## config.mk

```make
export PLATFORM = sky130hd
export DESIGN_NAME = muldiv_flat
export DESIGN_NICKNAME = d
export VERILOG_FILES = /design/src/rtl/muldiv_pkg.sv /design/src/rtl/muldiv_if.sv /design/src/rtl/muldiv_div_iter.sv /design/src/rtl/muldiv.sv /design/src/flat_wrapper.sv
export SDC_FILE = /design/constraint.sdc
export NUM_CORES = 2
export LEC_CHECK = 0
export CAP_MARGIN = 10
export CORE_AREA = 2 2 333 335
export CTS_CLUSTER_SIZE = 12
export DETAILED_ROUTE_END_ITERATION = 10
export DIE_AREA = 0 0 335 337
export PLACE_DENSITY = 0.89
export SYNTH_ARGS = -nofsm -noshare
export SYNTH_HDL_FRONTEND = slang
export SYNTH_HIERARCHICAL = 1
export SYNTH_SLANG_ARGS = --single-unit
```

## constraint.sdc

```tcl
create_clock -name clk -period 15 [get_ports clk]
set_input_delay 1.5 -clock clk [delete_from_list [all_inputs] [get_ports clk]]
set_output_delay 1.5 -clock clk [all_outputs]
set_load 0.01 [all_outputs]
```

## src/rtl/muldiv_pkg.sv

```systemverilog
// rtl/muldiv_pkg.sv - shared MDU operation codes and FSM state encoding
package muldiv_pkg;

  localparam logic [1:0] MDU_MULTU = 2'b00;
  localparam logic [1:0] MDU_MULT  = 2'b01;
  localparam logic [1:0] MDU_DIVU  = 2'b10;
  localparam logic [1:0] MDU_DIV   = 2'b11;

  typedef enum logic [1:0] {
    ST_IDLE = 2'b00,
    ST_MUL  = 2'b01,
    ST_DIV  = 2'b10,
    ST_FIX  = 2'b11
  } mdu_state_t;

endpackage

```

## src/rtl/muldiv_if.sv

```systemverilog
// rtl/muldiv_if.sv - request/result bundle between decoder/pipeline and the MDU
interface muldiv_if #(
  parameter int WIDTH = 32
);
  logic             start;
  logic [1:0]       op;
  logic [WIDTH-1:0] a;
  logic [WIDTH-1:0] b;
  logic             flush;
  logic [WIDTH-1:0] hi;
  logic [WIDTH-1:0] lo;
  logic             busy;
  logic             done;

  modport master (output start, op, a, b, flush, input hi, lo, busy, done);
  modport slave  (input start, op, a, b, flush, output hi, lo, busy, done);
endinterface

```

## src/rtl/muldiv_div_iter.sv

```systemverilog
// rtl/muldiv_div_iter.sv - restoring radix-2 divider datapath, one quotient bit per step
module muldiv_div_iter #(
  parameter int WIDTH = 32
) (
  input  logic             clk,
  input  logic             rst,
  input  logic             i_load,
  input  logic             i_step,
  input  logic [WIDTH-1:0] i_dividend,
  input  logic [WIDTH-1:0] i_divisor,
  output logic             o_last,
  output logic [WIDTH-1:0] o_quot,
  output logic [WIDTH-1:0] o_rem
);
  localparam int CW = $clog2(WIDTH);

  logic [CW-1:0]    r_cnt;
  logic [WIDTH-1:0] r_rem;
  logic [WIDTH-1:0] r_quot;
  logic [WIDTH-1:0] r_dvsr;

  logic [WIDTH:0]   w_shift;
  logic [WIDTH-1:0] w_diff;
  logic             w_ge;

  // Dividend bits shift out of r_quot into the partial remainder while quotient bits shift in.
  assign w_shift = {r_rem, r_quot[WIDTH-1]};
  assign w_ge    = (w_shift >= {1'b0, r_dvsr});
  assign w_diff  = w_shift[WIDTH-1:0] - r_dvsr;

  always_ff @(posedge clk or posedge rst) begin
    if (rst) begin
      r_cnt  <= '0;
      r_rem  <= '0;
      r_quot <= '0;
      r_dvsr <= '0;
    end else if (i_load) begin
      r_cnt  <= '0;
      r_rem  <= '0;
      r_quot <= i_dividend;
      r_dvsr <= i_divisor;
    end else if (i_step) begin
      r_cnt  <= r_cnt + 1'b1;
      r_rem  <= w_ge ? w_diff : w_shift[WIDTH-1:0];
      r_quot <= {r_quot[WIDTH-2:0], w_ge};
    end
  end

  assign o_last = (r_cnt == CW'(WIDTH - 1));
  assign o_quot = r_quot;
  assign o_rem  = r_rem;
endmodule

```

## src/rtl/muldiv.sv

```systemverilog
// rtl/muldiv.sv - iterative MULT/MULTU/DIV/DIVU unit with private HI/LO registers
module muldiv
  import muldiv_pkg::*;
#(
  parameter int WIDTH = 32
) (
  input  logic     clk,
  input  logic     rst,
  muldiv_if.slave  bus
);
  mdu_state_t r_state;
  mdu_state_t w_next;

  logic [1:0]         r_op;
  logic [WIDTH-1:0]   r_a;
  logic [WIDTH-1:0]   r_b;
  logic [2*WIDTH-1:0] r_prod;
  logic [WIDTH-1:0]   r_hi;
  logic [WIDTH-1:0]   r_lo;
  logic               r_done;

  logic w_busy, w_accept, w_load, w_step, w_write, w_last;

  logic [WIDTH-1:0]   w_mag_a, w_mag_b;
  logic [2*WIDTH-1:0] w_ext_a, w_ext_b, w_prod;
  logic [WIDTH-1:0]   w_quot, w_rem;
  logic               w_signed, w_neg_q, w_neg_r;
  logic [WIDTH-1:0]   w_hi_nx, w_lo_nx;

  always_ff @(posedge clk or posedge rst) begin
    if (rst) r_state <= ST_IDLE;
    else     r_state <= w_next;
  end

  always_comb begin
    w_next = r_state;
    if (bus.flush) begin
      w_next = ST_IDLE;
    end else begin
      case (r_state)
        ST_IDLE: if (bus.start) w_next = bus.op[1] ? ST_DIV : ST_MUL;
        ST_MUL:  w_next = ST_FIX;
        ST_DIV:  if (w_last) w_next = ST_FIX;
        ST_FIX:  w_next = ST_IDLE;
        default: w_next = ST_IDLE;
      endcase
    end
  end

  always_comb begin
    w_busy   = (r_state != ST_IDLE);
    w_accept = (r_state == ST_IDLE) && bus.start && !bus.flush;
    w_load   = w_accept && bus.op[1];
    w_step   = (r_state == ST_DIV) && !bus.flush;
    w_write  = (r_state == ST_FIX) && !bus.flush;
  end

  // Magnitudes go straight from the request into the divider so iteration starts next cycle.
  assign w_mag_a = ((bus.op == MDU_DIV) && bus.a[WIDTH-1]) ? -bus.a : bus.a;
  assign w_mag_b = ((bus.op == MDU_DIV) && bus.b[WIDTH-1]) ? -bus.b : bus.b;

  muldiv_div_iter #(.WIDTH(WIDTH)) u_div_iter (
    .clk        (clk),
    .rst        (rst),
    .i_load     (w_load),
    .i_step     (w_step),
    .i_dividend (w_mag_a),
    .i_divisor  (w_mag_b),
    .o_last     (w_last),
    .o_quot     (w_quot),
    .o_rem      (w_rem)
  );

  assign w_ext_a = r_op[0] ? {{WIDTH{r_a[WIDTH-1]}}, r_a} : {{WIDTH{1'b0}}, r_a};
  assign w_ext_b = r_op[0] ? {{WIDTH{r_b[WIDTH-1]}}, r_b} : {{WIDTH{1'b0}}, r_b};
  assign w_prod  = w_ext_a * w_ext_b;

  assign w_signed = (r_op == MDU_DIV);
  assign w_neg_q  = w_signed && (r_a[WIDTH-1] ^ r_b[WIDTH-1]);
  assign w_neg_r  = w_signed && r_a[WIDTH-1];

  // Divide by zero bypasses the sign fix-up and reports the raw dividend in HI.
  always_comb begin
    w_hi_nx = r_prod[2*WIDTH-1:WIDTH];
    w_lo_nx = r_prod[WIDTH-1:0];
    if (r_op[1]) begin
      if (r_b == '0) begin
        w_hi_nx = r_a;
        w_lo_nx = '1;
      end else begin
        w_hi_nx = w_neg_r ? -w_rem  : w_rem;
        w_lo_nx = w_neg_q ? -w_quot : w_quot;
      end
    end
  end

  always_ff @(posedge clk or posedge rst) begin
    if (rst) begin
      r_op   <= '0;
      r_a    <= '0;
      r_b    <= '0;
      r_prod <= '0;
      r_hi   <= '0;
      r_lo   <= '0;
      r_done <= 1'b0;
    end else begin
      if (w_accept) begin
        r_op <= bus.op;
        r_a  <= bus.a;
        r_b  <= bus.b;
      end
      if (r_state == ST_MUL) r_prod <= w_prod;
      if (w_write) begin
        r_hi <= w_hi_nx;
        r_lo <= w_lo_nx;
      end
      r_done <= w_write;
    end
  end

  assign bus.hi   = r_hi;
  assign bus.lo   = r_lo;
  assign bus.busy = w_busy;
  assign bus.done = r_done;
endmodule
```

## src/flat_wrapper.sv

```systemverilog
// flat-port wrapper written by rule: the top's interface ports become plain ports
module muldiv_flat import muldiv_pkg::*;
#(
  parameter int WIDTH = 32
)
  (clk, rst, bus_start, bus_op, bus_a, bus_b, bus_flush, bus_hi, bus_lo, bus_busy, bus_done);
  muldiv_if #(.WIDTH(WIDTH)) bus_i ();
  input  logic clk;
  input  logic rst;
  input wire logic [$bits(bus_i.start)-1:0] bus_start;
  input wire logic [$bits(bus_i.op)-1:0] bus_op;
  input wire logic [$bits(bus_i.a)-1:0] bus_a;
  input wire logic [$bits(bus_i.b)-1:0] bus_b;
  input wire logic [$bits(bus_i.flush)-1:0] bus_flush;
  output wire logic [$bits(bus_i.hi)-1:0] bus_hi;
  output wire logic [$bits(bus_i.lo)-1:0] bus_lo;
  output wire logic [$bits(bus_i.busy)-1:0] bus_busy;
  output wire logic [$bits(bus_i.done)-1:0] bus_done;
  assign bus_i.start = bus_start;
  assign bus_i.op = bus_op;
  assign bus_i.a = bus_a;
  assign bus_i.b = bus_b;
  assign bus_i.flush = bus_flush;
  assign bus_hi = bus_i.hi;
  assign bus_lo = bus_i.lo;
  assign bus_busy = bus_i.busy;
  assign bus_done = bus_i.done;
  muldiv #(.WIDTH(WIDTH)) u_core (.clk(clk), .rst(rst), .bus(bus_i));
endmodule
```

==> flow_metrics.env <==
export IMPL_status="finished, final reports clean"
export IMPL_synth_async_reset_ratio=1.00
export IMPL_drt_iter0_markers=5193
export IMPL_cts_buffer_depth=3
export IMPL_fin_tns_setup_ps=0
export IMPL_cap_violations=0
export IMPL_hold_buffers=0
export IMPL_area_growth_pct=5.10
export IMPL_start_util=0.594
export IMPL_ys_flop_type="dfrtp_1"
export IMPL_grt_ovfl_total=0
export IMPL_yosys_cell_types_count=104
export IMPL_final_seq_area_sq_um=7480
export IMPL_antenna_left=0
export IMPL_path_class="reg -> reg"
export IMPL_max_freq_mhz=94.7
export IMPL_track_usage=0.359
export IMPL_r2r_end="u_core/r_prod[60]$_DFFE_PP0N_"
export IMPL_syn_nets=8800
export IMPL_wl_met1_um=69800
export IMPL_holdPathEnd="u_core/bus.lo[23]$_DFFE_PP0P_"
export IMPL_ys_warn_count=6
export IMPL_drive_gt1_frac=0.0428
export IMPL_htreeDepth=1
export IMPL_max_slew_margin=0.245
export IMPL_grt_pass1_vias=54200
export IMPL_instances_no_fill=8299
export IMPL_wl_met2_um=87300
export IMPL_fin_util=0.624
export IMPL_rows=122
export IMPL_clock_latency_ps=640
export IMPL_crit_fanout=43
export IMPL_cts_resized=0
export IMPL_synthXorXnorAreaFrac=0.0331
export IMPL_cp_end_kind="flop"
export IMPL_firstDrtPassIters=6
export IMPL_dr_wl_met3_um=28300
export IMPL_worstMarginPinSlew_ps=1130
export IMPL_routed_wl_um=196000
export IMPL_hold_path_cell_count=2
export IMPL_final_setup_skew_ps=69.5
export IMPL_synthCells=6959
export IMPL_die_area_sq_um=113000
export IMPL_multi_input_area_sq_um=50300
export IMPL_vias_per_cell=6.00
export IMPL_rsz0062_at_grt="no"
export IMPL_synth_compound_area_share=0.0692
export IMPL_cts_clk_slew_worst_paths_ps=70
export IMPL_fin_nets=8687
export IMPL_synth_top_family_by_area="adder cells"
export IMPL_antenna_found_initial=12
export IMPL_io_pins=136
export IMPL_fill_cells=8376
export IMPL_synthMuxAreaShare=0.0277
export IMPL_dieWidth_um=335
export IMPL_placed_cells=8240
export IMPL_netlist_area_sq_um=65100
export IMPL_critical_path_arrival_ps=11050
export IMPL_post_cts_setup_buffers=0
export IMPL_period_share=0.704
export IMPL_place_congestion=0.999
export IMPL_cts_buffers=30
export IMPL_min_period_ps=10560
export IMPL_hold_viol_final=0
export IMPL_cp_start_kind="flop"
export IMPL_synth_seq_cells=298
export IMPL_drc_errors=0
export IMPL_cts_tree="yes"
export IMPL_synth_edf_count=0
export IMPL_maxSlewViolCount=0
export IMPL_ys_seq_area_frac=0.115
export IMPL_crit_path_max_incr_delay_ps=900
export IMPL_reg2reg_slack_ps=4440
export IMPL_highest_layer="met5"
export IMPL_crit_path_frequent_cell="fa_1"
export IMPL_worstPathRequired_ps=15490
export IMPL_dp_hpwl_um=156000
export IMPL_synthAdderAreaFrac=0.504
export IMPL_port_buffers=135
export IMPL_reg2reg_depth=29
export IMPL_synth_simple_area_share=0.138
export IMPL_routedWlPerCell_um=23.6
export IMPL_grt_max_degree=122
export IMPL_setup_violations=0
export IMPL_hp_start="u_core/bus.lo[23]$_DFFE_PP0P_"
export IMPL_core_area_sq_um=110000
export IMPL_r2r_start="u_core/r_a[31]$_DFFE_PP0P_"
export IMPL_fp_dieH_um=337
export IMPL_clock_sinks=298
export IMPL_grt_pass1_wl_um=307000
export IMPL_hp_class="reg -> reg"
export IMPL_vias=49800
export IMPL_cp_slowest_cell="fa_1"
export IMPL_syn_area_per_cell_sq_um=9.36
export IMPL_root_buffer="clkbuf_16"
[worst max-delay path by stage]
| stage | to | from | slack (ps) | cells past startpoint |
|---|---|---|---|---|
| 3_5_place_dp | u_core/r_prod[60]$_DFFE_PP0N_ | u_core/r_a[31]$_DFFE_PP0P_ | 4600 | 29 |
| 3_3_place_gp | u_core/r_prod[56]$_DFFE_PP0N_ | u_core/r_a[31]$_DFFE_PP0P_ | 4840 | 31 |
| 6_report | u_core/r_prod[60]$_DFFE_PP0N_ | u_core/r_a[31]$_DFFE_PP0P_ | 4440 | 29 |
| 4_1_cts | u_core/r_prod[60]$_DFFE_PP0N_ | u_core/r_a[31]$_DFFE_PP0P_ | 4530 | 29 |
| 5_1_grt | u_core/r_prod[60]$_DFFE_PP0N_ | u_core/r_a[31]$_DFFE_PP0P_ | 3940 | 29 |
| 2_1_floorplan | u_core/r_prod[60]$_DFFE_PP0N_ | u_core/r_a[31]$_DFFE_PP0P_ | 5760 | 32 |
[routing by layer]
layer / up-vias / track usage
met5: - / 0
met4: 12 / 0.165
met3: 699 / 0.121
met2: 3389 / 0.548
met1: 25000 / 0.466
li1: 20700 / -
[cells by family after synthesis]
logic type | Yosys count
AOI/OAI and AO/OA | 702
xor gates and xnor gates | 246
adders and majority gates | 1774
buffers and inverters | 1952
DFF | 298
muxes | 167
and+or+nand+nor | 1820
[critical path, delay by kind of cell, from the launching register on]
kind / cells / cell delay, ps
flip-flops: 1 / 320
AND/OR/NAND/NOR: 6 / 1590
buffers and inverters: 7 / 1370
AO/OA/AOI/OAI: 5 / 1030
adder cells (fa/ha/maj): 11 / 6090
[flip-flops by register name (all words and copies together) (netlist names), 5 cells and up]
register,flops
u_core/r_prod,64
u_core/bus.hi,32
u_core/bus.lo,32
u_core/r_a,32
u_core/r_b,32
u_core/u_div_iter/o_quot,32
u_core/u_div_iter/o_rem,32
u_core/u_div_iter/r_dvsr,32
u_core/u_div_iter/r_cnt,5
[synthesized netlist by cell type, drive strengths merged, types with 32 or more instances]
library cell	count	area, sq um
and3	42	263
mux2	103	1160
xor2	90	788
fa	1416	28300
mux2i	64	641
xnor2	156	1370
dfrtp	298	7460
nor2	158	593
clkbuf	324	1220
nand4	32	200
a21o	49	370
nand2	812	3050
nor3	46	240
o21ai	251	1260
nor4	34	231
a21oi	146	749
buf	35	195
ha	355	4440
inv	1590	5970
and2	581	3640
[metrics by stage]
| stage | hold slack (ps) | instance area, sq um | setup WS, ps |
|---|---|---|---|
| after floorplan | 445 | 65100 | 5760 |
| after global placement | 464 | 67500 | 4840 |
| after detailed placement | 471 | 67500 | 4600 |
| after CTS | 485 | 68400 | 4530 |
| after global routing | 504 | 68400 | 3940 |
| final | 483 | 68400 | 4440 |
[area by class of cell]
cell class                 count  share of cell area
clock inverter                 5             0.00115
multi-input combinational   4709               0.735
tap                         1426              0.0261
timing repair buffer         214              0.0284
inverter                    1593              0.0875
sequential                   298               0.109
clock buffer                  43              0.0121
antenna                       11            0.000402
[placed cells by master, fill, tap and decap left out, types with 12 or more instances in the layout]
master,n
nand3_1,29
o21ai_0,238
o21a_1,20
nor3_1,44
and2_1,578
nand2_1,812
ha_1,354
xnor2_1,156
dfrtp_1,283
mux2i_1,64
clkbuf_16,30
a211oi_1,12
o31ai_1,18
or3_1,19
xor2_1,90
nand4_1,32
fa_1,1416
inv_1,1588
a311oi_1,23
nor2_1,155
dfrtp_2,14
and3_1,42
o22ai_1,30
a21oi_1,143
mux2_2,102
a21o_1,47
nor4_1,31
a31oi_1,26
buf_4,79
clkdlybuf4s50_1,135
Power is not shown: default switching activity piles up to over one toggle a cycle in this logic, so the estimate is an artifact.
